`src/rtl/fdd_pkg.sv`:
```
// rtl/fdd_pkg.sv - shared constants, state encoding and sector address helper for the image server
package fdd_pkg;

  localparam int SECTOR_BYTES = 512;
  localparam int SECTOR_SHIFT = 9;
  // Width of a full byte address built from a 32-bit LBA, plus one guard bit for the end-of-sector sum
  localparam int BASE_W       = 32 + SECTOR_SHIFT + 1;

  typedef enum logic [2:0] {
    ST_IDLE,
    ST_RD_REQ,
    ST_RD_PUT,
    ST_WR_ADDR,
    ST_WR_REQ,
    ST_DONE
  } state_e;

  // Byte address of the first byte of sector lba; wide enough that no LBA can overflow it
  function automatic logic [BASE_W-1:0] lba_base(input logic [31:0] lba);
    return {1'b0, lba, {SECTOR_SHIFT{1'b0}}};
  endfunction

endpackage

```
`src/rtl/fdd_range_check.sv`:
```
// rtl/fdd_range_check.sv - combinational check that a whole sector lies inside the image and the memory window
module fdd_range_check
  import fdd_pkg::*;
#(
  parameter int MEM_AW = 20
) (
  input  logic [31:0] lba_i,
  input  logic [31:0] size_i,
  output logic        ok_o
);

  logic [BASE_W-1:0] end_addr;

  // Sector end (exclusive) must not pass the image size, and the LBA must fit the memory window
  always_comb begin
    end_addr = lba_base(lba_i) + BASE_W'(SECTOR_BYTES);
    ok_o     = (lba_i[31:MEM_AW-SECTOR_SHIFT] == '0) &&
               (end_addr <= {{(BASE_W-32){1'b0}}, size_i});
  end

endmodule

```
`src/rtl/fdd_image_server.sv`:
```
// rtl/fdd_image_server.sv - serves FDC sector read/write requests from a byte-wide image memory
module fdd_image_server
  import fdd_pkg::*;
#(
  parameter int MEM_AW   = 20,
  parameter int IDLE_GAP = 1
) (
  input  logic              clk,
  input  logic              reset,
  input  logic              img_mounted,
  input  logic [31:0]       img_size,
  input  logic              img_wp,
  input  logic [31:0]       sd_lba,
  input  logic              sd_rd,
  input  logic              sd_wr,
  output logic              sd_ack,
  output logic [8:0]        sd_buff_addr,
  output logic [7:0]        sd_buff_dout,
  output logic              sd_buff_wr,
  input  logic [7:0]        sd_buff_din,
  output logic [MEM_AW-1:0] mem_addr,
  output logic              mem_rd,
  output logic              mem_wr,
  output logic [7:0]        mem_din,
  input  logic [7:0]        mem_dout,
  input  logic              mem_ready
);

  localparam int GW = (IDLE_GAP > 0) ? $clog2(IDLE_GAP + 1) : 1;
  localparam int LW = MEM_AW - SECTOR_SHIFT;

  state_e          state_q;
  logic [LW-1:0]   lba_q;
  logic [8:0]      i_q;
  logic [7:0]      data_q;
  logic            range_ok_q;
  logic            range_ok_d;
  logic [GW-1:0]   gap_q;
  logic [31:0]     size_q;
  logic            wp_q;
  logic            sd_ack_q;
  logic [8:0]      sd_buff_addr_q;
  logic [7:0]      sd_buff_dout_q;
  logic            sd_buff_wr_q;
  logic            mem_rd_q;
  logic            mem_wr_q;
  logic [7:0]      mem_din_q;

  fdd_range_check #(
    .MEM_AW (MEM_AW)
  ) u_range (
    .lba_i  (sd_lba),
    .size_i (size_q),
    .ok_o   (range_ok_d)
  );

  // Image geometry latch; kept apart from the FSM so a mount during a transfer still takes effect
  always_ff @(posedge clk or posedge reset) begin
    if (reset) begin
      size_q <= '0;
      wp_q   <= 1'b0;
    end else if (img_mounted) begin
      size_q <= img_size;
      wp_q   <= img_wp;
    end
  end

  // Transfer FSM: accepts a request, moves 512 bytes one at a time, then idles for the gap
  always_ff @(posedge clk or posedge reset) begin
    if (reset) begin
      state_q        <= ST_IDLE;
      lba_q          <= '0;
      i_q            <= '0;
      data_q         <= 8'hFF;
      range_ok_q     <= 1'b0;
      gap_q          <= '0;
      sd_ack_q       <= 1'b0;
      sd_buff_addr_q <= '0;
      sd_buff_dout_q <= 8'hFF;
      sd_buff_wr_q   <= 1'b0;
      mem_rd_q       <= 1'b0;
      mem_wr_q       <= 1'b0;
      mem_din_q      <= '0;
    end else begin
      sd_buff_wr_q <= 1'b0;
      case (state_q)
        ST_IDLE: begin
          if (gap_q != '0) begin
            gap_q <= gap_q - GW'(1);
          end else if (sd_rd || sd_wr) begin
            lba_q          <= sd_lba[LW-1:0];
            range_ok_q     <= range_ok_d;
            sd_ack_q       <= 1'b1;
            i_q            <= '0;
            sd_buff_addr_q <= '0;
            state_q        <= sd_rd ? ST_RD_REQ : ST_WR_ADDR;
          end
        end
        ST_RD_REQ: begin
          if (!range_ok_q) begin
            data_q  <= 8'hFF;
            state_q <= ST_RD_PUT;
          end else if (!mem_rd_q) begin
            mem_rd_q <= 1'b1;
          end else if (mem_ready) begin
            mem_rd_q <= 1'b0;
            data_q   <= mem_dout;
            state_q  <= ST_RD_PUT;
          end
        end
        ST_RD_PUT: begin
          sd_buff_addr_q <= i_q;
          sd_buff_dout_q <= data_q;
          sd_buff_wr_q   <= 1'b1;
          if (i_q == 9'd511) begin
            state_q <= ST_DONE;
          end else begin
            i_q     <= i_q + 9'd1;
            state_q <= ST_RD_REQ;
          end
        end
        ST_WR_ADDR: begin
          state_q <= ST_WR_REQ;
        end
        ST_WR_REQ: begin
          if (!mem_wr_q) begin
            mem_din_q <= sd_buff_din;
          end
          if (!mem_wr_q && range_ok_q && !wp_q) begin
            mem_wr_q <= 1'b1;
          end else if (!mem_wr_q || mem_ready) begin
            mem_wr_q <= 1'b0;
            if (i_q == 9'd511) begin
              state_q <= ST_DONE;
            end else begin
              i_q            <= i_q + 9'd1;
              sd_buff_addr_q <= i_q + 9'd1;
              state_q        <= ST_WR_ADDR;
            end
          end
        end
        ST_DONE: begin
          sd_ack_q <= 1'b0;
          gap_q    <= GW'(IDLE_GAP);
          state_q  <= ST_IDLE;
        end
        default: begin
          state_q <= ST_IDLE;
        end
      endcase
    end
  end

  assign sd_ack       = sd_ack_q;
  assign sd_buff_addr = sd_buff_addr_q;
  assign sd_buff_dout = sd_buff_dout_q;
  assign sd_buff_wr   = sd_buff_wr_q;
  assign mem_addr     = {lba_q, i_q};
  assign mem_rd       = mem_rd_q;
  assign mem_wr       = mem_wr_q;
  assign mem_din      = mem_din_q;

endmodule

```
`config.mk`:
```
export PLATFORM = sky130hd
export DESIGN_NAME = fdd_image_server
export DESIGN_NICKNAME = d
export VERILOG_FILES = /design/src/rtl/fdd_pkg.sv /design/src/rtl/fdd_range_check.sv /design/src/rtl/fdd_image_server.sv
export SDC_FILE = /design/constraint.sdc
export NUM_CORES = 1
export LEC_CHECK = 0
export ABC_AREA = 1
export ABC_CLOCK_PERIOD_IN_PS = 3000
export BUFFER_PORTS_ARGS = -buffer_cell sky130_fd_sc_hd__buf_2
export CAP_MARGIN = 0
export CORE_ASPECT_RATIO = 1.75
export CORE_MARGIN = 1.5
export CORE_UTILIZATION = 40
export DETAILED_ROUTE_END_ITERATION = 6
export HOLD_SLACK_MARGIN = 0.1
export PLACE_DENSITY = 0.63
export REMOVE_ABC_BUFFERS = 1
export SETUP_SLACK_MARGIN = 0.3
export SLEW_MARGIN = 20
export SYNTH_ARGS = -nofsm -noshare
export SYNTH_HDL_FRONTEND = slang
export SYNTH_SLANG_ARGS = --single-unit
export TNS_END_PERCENT = 30
```
`constraint.sdc`:
```
create_clock -name clk -period 3 [get_ports clk]
set_input_delay 0.6 -clock clk [delete_from_list [all_inputs] [get_ports clk]]
set_output_delay 0.6 -clock clk [all_outputs]
set_load 0.02 [all_outputs]
```
==> flow_summary.json, run 1 <==
{
  "status": "completed",
  "pre_cts_slack_ns": -0.118,
  "ys_types": 38,
  "cp.required_ns": 3.29,
  "cp_cell_sequence": "buf_8 > inv_4 > nor3_4 > nand3_2 > nor3_4 > nand3_4 > nor2_4 > buf_6 > nand2_4 > xor2_2 > ha_1 > nand2_2 > nor2_4 > nand2_2 > nor4_2 > nand4_1 > nand2_1 > nand2_1 > nand2_1",
  "die_h_microns": 152,
  "ys_ff_latch": 95,
  "clockBufferDepth": 2,
  "clock_sinks": 95,
  "ios": 136,
  "grt_pass1_wl_microns": 20700,
  "clock_latency_ns": 0.34,
  "place_congestion": 0.904,
  "io_buffer_count": 135,
  "setup_slack_ns": 0.304,
  "placed_area_sq_um": 6050,
  "swShare_pct": 37.9,
  "grt_setup_unrepaired": "yes",
  "combPwrFrac_pct": 35.8,
  "drt_iter0_markers": 149,
  "hold_viol": 0,
  "reg2reg_depth": 13,
  "grt-ovfl-total": 0,
  "finalSetupViolCount": 0,
  "synth_top_area_share_pct": 38.8,
  "report.final.slew_viol_count": 0,
  "reg2reg_from": "i_q[0]$_DFFE_PP0P_",
  "arrival_ns": 2.98,
  "drt-total-wl_microns": 12600,
  "yosys.area.top_type": "dfrtp_1",
  "p_int_uw": 2980,
  "worstMarginPinSlew_ns": 0.912,
  "path_common_cell": "nand2_1",
  "pwr-share-clk_pct": 27.0,
  "via_count": 4543,
  "r2r-end": "i_q[6]$_DFFE_PP0P_",
  "critPathMaxFanout": 3,
  "postCtsHoldBufs": 0,
  "syn2layout_area_growth_pct": 28.8,
  "cts-buffers-inserted": 9,
  "cpMaxStageDelayCell": "ha_1",
  "grt_util_all_layers_pct": 19.6,
  "crit_type": "primary input to register",
  "timing.final.crit_share_pct": 89.9,
  "viasPerCell": 4.84,
  "grt_max_degree": 74,
  "drtPass1Iterations": 4,
  "start_util_pct": 41.0,
  "ys_seq_area_share_pct": 47.0,
  "cts_tree": "done",
  "drive_gt1_share_pct": 31.0,
  "antennaDiodeCount": 0,
  "synthTopCellsByArea": "dfrtp_1 39%, nand2_1 12%, dfstp_2 8.2%",
  "synth_area_sq_um": 5100,
  "die_w_microns": 88.3,
  "syn_inst": 610,
  "p_switching_uw": 1820,
  "grt_pass1_vias": 4690,
  "post_drt_wl_per_cell_microns": 13.4,
  "synth_edf_count": 0,
  "synth_warnings": 0,
  "clkSlewWorstSetupHoldPaths_ns": 0.07,
  "ir_drop_mv": 0.343,
  "p_per_area_nw_per_um2": 732,
  "fin_nets": 879,
  "post-route-cell-area_sq_um": 6560,
  "cts-htree-levels": 3,
  "async_reset_ff_share_pct": 100,
  "hp-class": "primary input to async pin",
  "max_slew_margin_pct": 39.2,
  "fin_skew_ns": 0.00731,
  "antenna_found_initial": 0,
  "critPathLaunchType": "primary input",
  "seqPwrFrac_pct": 37.2,
  "max_freq_mhz": 371,
  "worstSetupEndpointType": "register",
  "num_rows": 54,
  "reg2reg_slack_ns": 0.57,
  "root_buffer": "clkbuf_16",
  "ys.flop_type": "dfrtp_1",
  "antenna_left": 0,
  "post-route-util_pct": 52.8,
  "drc": 0,
  "num-fill-cells": 1222,
  "die_area_sq_um": 13500,
  "syn_avg_cell_area_sq_um": 8.35,
  "dp_hpwl_microns": 9720,
  "p_leak_uw": 0.00351,
  "fp.coreArea_sq_um": 12400,
  "cap_violations": 0,
  "fin_crit_ns": 2.70,
  "cpPeakStageDelay_ns": 0.31
}
## cells in the final DEF, fill, tap and decap left out, types with 18 or more instances in the layout
master,synthesis,final
inv_1,94,90
nor3_1,20,20
buf_2,0,132
dfrtp_1,79,79
buf_4,1,22
ha_1,26,25
nor2_1,31,27
xor2_1,22,21
a21oi_1,19,18
o21ai_0,48,48
nand2_1,167,161
## synthesized netlist by cell type, types with 3 or more instances
cell type,n
nand3_1,11
nand3_2,4
nor4_1,6
nand2_1,167
ha_1,26
nor2_1,31
clkbuf_1,11
nand4_1,4
xnor2_1,3
nor2_4,3
dfrtp_1,79
a21oi_1,19
nor3_1,20
o22ai_1,13
dfstp_2,16
o21ai_0,48
nor3_2,3
xor2_1,22
inv_1,94
mux2_2,6
a211oi_1,3
## power by group through the flow
stage / Sequential, uW / Clock, uW / Combinational, uW
after CTS: 1790 / 1330 / 1690
after floorplan: 2080 / 0 / 794
after global routing: 1830 / 1390 / 1930
after detailed placement: 1810 / 0 / 1670
final: 1790 / 1300 / 1720
after global placement: 1800 / 0 / 1640
## worst max-delay path: cells and delay by family
kind                     cells  cell delay (ns)
AND/OR/NAND/NOR             14             1.67
adder cells (fa/ha/maj)      1             0.31
buffers and inverters        3             0.24
XOR/XNOR                     1             0.18
## stage by stage
| step | total power, uW | TNS, ns | hold slack, ns | instances |
|---|---|---|---|---|
| 2_1_floorplan | 2880 | -3.99 | 0.448 | 596 |
| 4_1_cts | 4800 | 0 | 0.450 | 935 |
| 3_3_place_gp | 3430 | -0.0673 | 0.455 | 917 |
| 6_report | 4800 | 0 | 0.438 | 939 |
| 3_5_place_dp | 3490 | -0.118 | 0.461 | 917 |
| 5_1_grt | 5140 | 0 | 0.460 | 939 |
## flip-flops by register name (all words and copies together) (netlist names)
signal,cells
mem_wr,1
size_q,32
data_q,8
range_ok_q,1
gap_q,1
sd_ack,1
lba_q,11
wp_q,1
mem_din,8
mem_rd,1
sd_buff_wr,1
state_q,3
sd_buff_addr,9
i_q,9
sd_buff_dout,8
## metal layers
| layer | global-route usage [%] | vias to the layer above | routed length, microns |
|---|---|---|---|
| met2 | 35.6 | 137 | 6860 |
| li1 | - | 2256 | - |
| met3 | 3.58 | 27 | 544 |
| met1 | 21.4 | 2123 | 4810 |
| met4 | 8.48 | 0 | 385 |
| met5 | 0 | - | 0 |
## final cells by class
| type | instances | area (sq um) | area share (%) |
|---|---|---|---|
| Tap cell | 168 | 210 | 3.20 |
| Clock inverter | 5 | 86.3 | 1.32 |
| Timing Repair Buffer | 159 | 886 | 13.5 |
| Clock buffer | 11 | 253 | 3.85 |
| Sequential cell | 95 | 2400 | 36.5 |
| Multi-Input combinational cell | 404 | 2350 | 35.9 |
| Inverter | 97 | 377 | 5.74 |
## worst max-delay path by stage
stage	start	endpoint	slack, ns	depth (start not counted)
after floorplan	reset	gap_q$_DFFE_PP0P_	-0.05	1
after global placement	sd_lba[0]	range_ok_q$_DFFE_PP0P_	-0.07	24
after detailed placement	sd_lba[0]	range_ok_q$_DFFE_PP0P_	-0.12	18
after CTS	sd_lba[2]	range_ok_q$_DFFE_PP0P_	0.31	23
after global routing	sd_lba[0]	range_ok_q$_DFFE_PP0P_	0.1	19
final	sd_lba[1]	range_ok_q$_DFFE_PP0P_	0.30	19
## cells by family after synthesis
family,share of synthesized area [%]
mux,1.33
fa+ha+maj,6.38
compound gates,9.62
xor+xnor,4.30
buf+inv,8.64
flops,47.0
simple gates,22.7
## repair_timing
item,in CTS,in global routing
endpoints found under the setup margin,1,8
resized for setup,8,26
setup buffers,2,4
hold endpoints to repair,0,0
pin swaps,12,28
Note: power is estimated with default switching activity, not from simulation.
==> run 2: changes to the inputs <==
Settings changed: ABC_AREA 1 to unset, MAX_ROUTING_LAYER set to met4, PLACE_DENSITY 0.63 to 0.66.
==> run 2 against run 1 <==
  * Setup slack better by 0.069 ns
  * Sequential share of layout area rose by 0.92 points
  * Count of clock-buffer cells in the layout unchanged
  * Wire length fell by 0.47%
  * Design area down 2.5%
==> flow_summary.json, run 2 <==
{
  "synth_area_sq_um": 4970,
  "ys_top_cells_by_count": "79 x dfrtp_1, 76 x nand2_1, 44 x o21ai_0",
  "critPathLaunchType": "primary input",
  "ys_seq_area_share_pct": 48.2,
  "async_reset_ff_share_pct": 100,
  "largest_reg_flops": 32,
  "timing.final.crit_share_pct": 87.6,
  "yosys.area.top_type": "dfrtp_1",
  "crit_type": "primary input to register",
  "max_slew_margin_pct": 52.2,
  "num_rows": 53,
  "status": "completed",
  "critPathMaxFanout": 6,
  "grt_max_degree": 48,
  "grt_util_all_layers_pct": 19.9,
  "synth_compound_area_share_pct": 15.0,
  "dp_hpwl_microns": 9660,
  "fin_cells": 833,
  "placed_area_sq_um": 5960,
  "p_per_area_nw_per_um2": 806,
  "endpoint": "range_ok_q$_DFFE_PP0P_",
  "p_switching_uw": 1970,
  "grt_pass1_wl_microns": 19900,
  "grt_pass1_vias": 4345,
  "post_drt_wl_per_cell_microns": 15.1,
  "pwr-share-clk_pct": 23.1,
  "die_h_microns": 150,
  "post-route-cell-area_sq_um": 6400,
  "mostFrequentLayoutCell": "buf_2",
  "synthSimpleGateAreaFrac_pct": 16.2,
  "ys_types": 55,
  "root_buffer": "clkbuf_16",
  "viasPerCell": 5.15,
  "hold_viol": 0,
  "via_count": 4291,
  "seqPwrFrac_pct": 35.9,
  "reg2reg_depth": 9,
  "start_util_pct": 41.2,
  "ir_drop_mv": 0.438,
  "combPwrFrac_pct": 41.0,
  "p_int_uw": 3180,
  "cts-htree-levels": 3,
  "syn_avg_cell_area_sq_um": 9.81,
  "dpl.cell_count": 814,
  "clkSlewWorstSetupHoldPaths_ns": 0.07,
  "num-fill-cells": 1158,
  "cts_tree": "done",
  "reg2reg_slack_ns": 0.37,
  "synth_top_area_share_pct": 39.8,
  "r2r-end": "i_q[4]$_DFFE_PP0P_",
  "cp-startpoint": "sd_lba[0]",
  "antenna_left": 0,
  "synth_edf_count": 0,
  "synth_warnings": 0,
  "cap_violations": 0,
  "report.final.slew_viol_count": 0,
  "muxShareOfSynthArea_pct": 6.34,
  "antennaDiodeCount": 0,
  "fin_tns_setup_ns": 0,
  "synth-xor-area-share_pct": 3.70,
  "die_w_microns": 87.3,
  "syn_inst": 507,
  "io_buffer_count": 135,
  "clockBufferDepth": 2,
  "reg_top3": "size_q: 32 flops, lba_q: 11 flops",
  "clock_latency_ns": 0.34,
  "grt-ovfl-total": 0,
  "ios": 136,
  "fp.coreArea_sq_um": 12100,
  "hp-class": "primary input to async pin",
  "swShare_pct": 38.3,
  "fin_crit_ns": 2.63,
  "synthTopCellsByArea": "dfrtp_1 40%, dfstp_2 8.5%, ha_1 6.5%",
  "antenna_found_initial": 0,
  "max_freq_mhz": 381,
  "place_congestion": 0.891,
  "timing.hold.ws_ns": 0.227,
  "drt_iter0_markers": 88,
  "ys_ff_latch": 95,
  "grt_setup_unrepaired": "yes",
  "drc": 0,
  "ys.flop_type": "dfrtp_1",
  "regMostFlops": "size_q",
  "synth_top_family_by_area": "simple AND/OR/NAND/NOR gates",
  "postCtsHoldBufs": 0,
  "synthAdderAreaFrac_pct": 6.54,
  "syn2layout_area_growth_pct": 28.7,
  "arrival_ns": 2.89,
  "drtPass1Iterations": 4,
  "reg2reg_from": "i_q[1]$_DFFE_PP0P_",
  "fin_nets": 776,
  "p_leak_uw": 0.00306,
  "drive_gt1_share_pct": 37.9,
  "worstMarginPinSlew_ns": 0.715,
  "clock_sinks": 95,
  "cp.required_ns": 3.26,
  "final_cell_mix": "136 x buf_2, 79 x dfrtp_1, 76 x nand2_1",
  "yosysMostFrequentCell": "dfrtp_1",
  "fin_skew_ns": 0.0108,
  "finalSetupViolCount": 0,
  "die_area_sq_um": 13100,
  "drt-total-wl_microns": 12500,
  "worstSetupEndpointType": "register",
  "cts-buffers-inserted": 9
}
[run 2: worst min-delay path by stage]
stage,end,cells after the start
final,sd_buff_wr$_DFF_PP0_,2
after global routing,sd_buff_wr$_DFF_PP0_,2
after CTS,sd_buff_wr$_DFF_PP0_,2
after detailed placement,sd_buff_dout[2]$_DFFE_PP1P_,2
after global placement,sd_buff_dout[3]$_DFFE_PP1P_,2
after floorplan,sd_buff_dout[0]$_DFFE_PP1P_,2
[run 2: logic make-up (layout without fill, tap and decap cells)]
| logic type | count (synthesis) | count (layout) |
|---|---|---|
| muxes | 28 | 28 |
| DFF | 95 | 95 |
| AOI/OAI and AO/OA | 118 | 118 |
| and+or+nand+nor | 170 | 170 |
| buffers and inverters | 49 | 210 |
| adders and majority gates | 26 | 26 |
| xor gates and xnor gates | 21 | 21 |
[run 2: metrics by stage]
stage	setup WS [ns]	power (uW)	util [%]
global route	0.234	5500	53.0
detailed placement	-0.0624	3880	49.4
floorplan	-0.0821	3160	-
CTS	0.274	5120	52.1
finish	0.372	5160	53.0
global placement	-0.00809	3820	49.4
[run 2: area by class of cell]
class	instances	area, sq um	area share, %
Clock inverter	5	63.8	0.997
Inverter	34	130	2.03
Tap cell	165	206	3.23
Multi-Input combinational cell	363	2480	38.7
Clock buffer	11	243	3.79
Timing Repair Buffer	160	881	13.8
Sequential cell	95	2400	37.5
[run 2: critical path, cell delays in order]
cell and delay (ns):
buf_2 0.11, ha_2 0.20, nand3_2 0.13, nor3_2 0.19, buf_4 0.17, xor2_1 0.07, ha_1 0.32, nand4_1 0.22
nor4_4 0.37, a41oi_1 0.17, a21o_1 0.18, a31oi_1 0.14
[run 2: per-layer routing]
layer	part of all wire [%]	track usage [%]
met5	0	-
met3	3.9	3.67
met4	2.1	6.83
met2	55	36.2
met1	39	21.2
[run 2: timing repair]
| action | in CTS | in global routing |
|---|---|---|
| setup buffers | 1 | 1 |
| cloned | 0 | 1 |
| pin swaps | 2 | 5 |
| endpoints found under the setup margin | 15 | 17 |
| resized for setup | 3 | 21 |
[run 2: power groups by stage]
stage	clock, uW	combinational, uW	sequential [uW]
floorplan	0	948	2220
global placement	0	1960	1860
detailed placement	0	2000	1880
CTS	1230	2040	1850
global route	1280	2330	1890
finish	1190	2110	1850
==> run 3: changes to the inputs <==
Settings changed: CORE_ASPECT_RATIO 1.75 to 1.4.
==> run 3 against run 2 <==
  * Combinational power down 4%
  * Critical path type unchanged
  * Sequential power increased by 2%
  * Core utilization fell by 1.6 points
  * Cell count fell by 2.2%
  * Fmax fell by 1.7%
  * Count of clock-buffer cells in the layout increased by 2
  * Largest power group unchanged
  * Design area fell by 1.6%
==> flow_summary.json, run 3 (synthesized netlist as in run 2, its figures left out) <==
{
  "status": "completed",
  "drc": 0,
  "p_per_area_nw_per_um2": 795,
  "reg2reg_depth": 9,
  "ios": 136,
  "placed_area_sq_um": 5910,
  "r2r-end": "i_q[4]$_DFFE_PP0P_",
  "clock_sinks": 95,
  "io_buffer_count": 135,
  "antenna_found_initial": 0,
  "cts-buffers-inserted": 9,
  "drtPass1Iterations": 4,
  "swShare_pct": 38.4,
  "num-fill-cells": 1150,
  "pwr-share-clk_pct": 21.7,
  "final_cell_mix": "135 x buf_2, 78 x dfrtp_1, 76 x nand2_1",
  "place_congestion": 0.903,
  "dp_hpwl_microns": 9230,
  "viasPerCell": 5.20,
  "cap_violations": 0,
  "max_freq_mhz": 374,
  "antennaDiodeCount": 0,
  "via_count": 4235,
  "fin_tns_setup_ns": 0,
  "fin_crit_ns": 2.67,
  "crit_type": "primary input to register",
  "syn2layout_area_growth_pct": 26.7,
  "max_slew_margin_pct": 48.9,
  "reg_top3": "size_q: 32 flops, lba_q: 11 flops",
  "die_area_sq_um": 13100,
  "critPathLaunchType": "primary input",
  "num_rows": 48,
  "drive_gt1_share_pct": 36.8,
  "combPwrFrac_pct": 40.6,
  "drt-total-wl_microns": 12200,
  "largest_reg_flops": 32,
  "grt-ovfl-total": 0,
  "regMostFlops": "size_q",
  "grt_pass1_wl_microns": 20400,
  "mostFrequentLayoutCell": "buf_2",
  "post_drt_wl_per_cell_microns": 15.0,
  "cp.required_ns": 3.26,
  "fin_skew_ns": 0.00573,
  "arrival_ns": 2.93,
  "p_leak_uw": 0.00302,
  "reg2reg_slack_ns": 0.42,
  "finalSetupViolCount": 0,
  "die_w_microns": 97.2,
  "die_h_microns": 135,
  "grt_setup_unrepaired": "yes",
  "cts_tree": "done",
  "worstSetupEndpointType": "register",
  "p_switching_uw": 1920,
  "reg2reg_from": "i_q[0]$_DFFE_PP0P_",
  "start_util_pct": 40.6,
  "grt_max_degree": 53,
  "timing.final.crit_share_pct": 89.1,
  "seqPwrFrac_pct": 37.7,
  "clock_latency_ns": 0.34,
  "grt_pass1_vias": 4393,
  "drt_iter0_markers": 111,
  "regArea_sq_um": 2400,
  "root_buffer": "clkbuf_16",
  "ir_drop_mv": 0.372,
  "hold_viol": 0,
  "report.final.slew_viol_count": 0,
  "cts-htree-levels": 3,
  "fin_nets": 773,
  "worstMarginPinSlew_ns": 0.765,
  "multi_input_area_sq_um": 2450,
  "clkSlewWorstSetupHoldPaths_ns": 0.06,
  "post-route-cell-area_sq_um": 6300,
  "hp-class": "primary input to async pin",
  "antenna_left": 0,
  "grt_util_all_layers_pct": 19.8,
  "clockBufferDepth": 2,
  "fp.coreArea_sq_um": 12300,
  "p_int_uw": 3080,
  "critPathMaxFanout": 6
}
-- run 3: per-stage QoR --
stage,total power [uW],hold WS [ns],setup WS [ns],std cells,utilization [%]
floorplan,3160,0.435,-0.0821,492,-
global placement,3790,0.441,0.100,795,48.3
detailed placement,3850,0.445,-0.0222,795,48.3
CTS,5040,0.345,0.308,814,50.9
global route,5330,0.375,0.185,815,51.4
finish,5010,0.334,0.328,815,51.4
-- run 3: cell type report --
type	instances	area share, %
inverter	34	2.07
tap	150	2.98
clock buffer	13	4.15
clock inverter	3	0.258
multi-input combinational	363	38.9
sequential	95	38.1
timing repair buffer	157	13.6
-- run 3: power groups by stage --
stage	sequential (uW)	clock, uW	combinational (uW)
after floorplan	2220	0	948
after global placement	1890	0	1900
after detailed placement	1910	0	1950
after CTS	1890	1120	2030
after global routing	1930	1170	2220
final	1890	1090	2030
-- run 3: critical path: stages --
cell,delay [ns]
buf_2,0.13
and3_1,0.21
nand3_1,0.13
nor3_1,0.15
buf_4,0.18
nand3_1,0.10
xnor2_1,0.14
ha_1,0.31
a211oi_1,0.25
o211ai_1,0.18
a2111oi_2,0.26
o31ai_1,0.12
a31oi_1,0.17
-- run 3: how the worst max path moves through the flow --
stage / slack, ns / endpoint / from
global route: 0.18 / range_ok_q$_DFFE_PP0P_ / sd_lba[7]
CTS: 0.31 / i_q[4]$_DFFE_PP0P_ / i_q[0]$_DFFE_PP0P_
detailed placement: -0.02 / range_ok_q$_DFFE_PP0P_ / sd_lba[0]
finish: 0.33 / range_ok_q$_DFFE_PP0P_ / sd_lba[7]
floorplan: -0.08 / i_q[3]$_DFFE_PP0P_ / i_q[0]$_DFFE_PP0P_
global placement: 0.10 / range_ok_q$_DFFE_PP0P_ / sd_lba[5]
-- run 3: timing repair --
item / in CTS / in global routing
gates cloned: 1 / 0
buffers inserted: 2 / 1
resized for setup: 6 / 13
pin swaps: 4 / 4
hold buffers: 0 / 0
setup endpoints to repair: 15 / 17
-- run 3: layer usage --
metal	vias to the layer above	track usage (%)	share of wire (%)
li1	2084	-	-
met1	2019	22.1	40
met4	0	6.67	1.3
met5	-	-	0
met3	15	3.67	4.4
met2	117	35.6	54
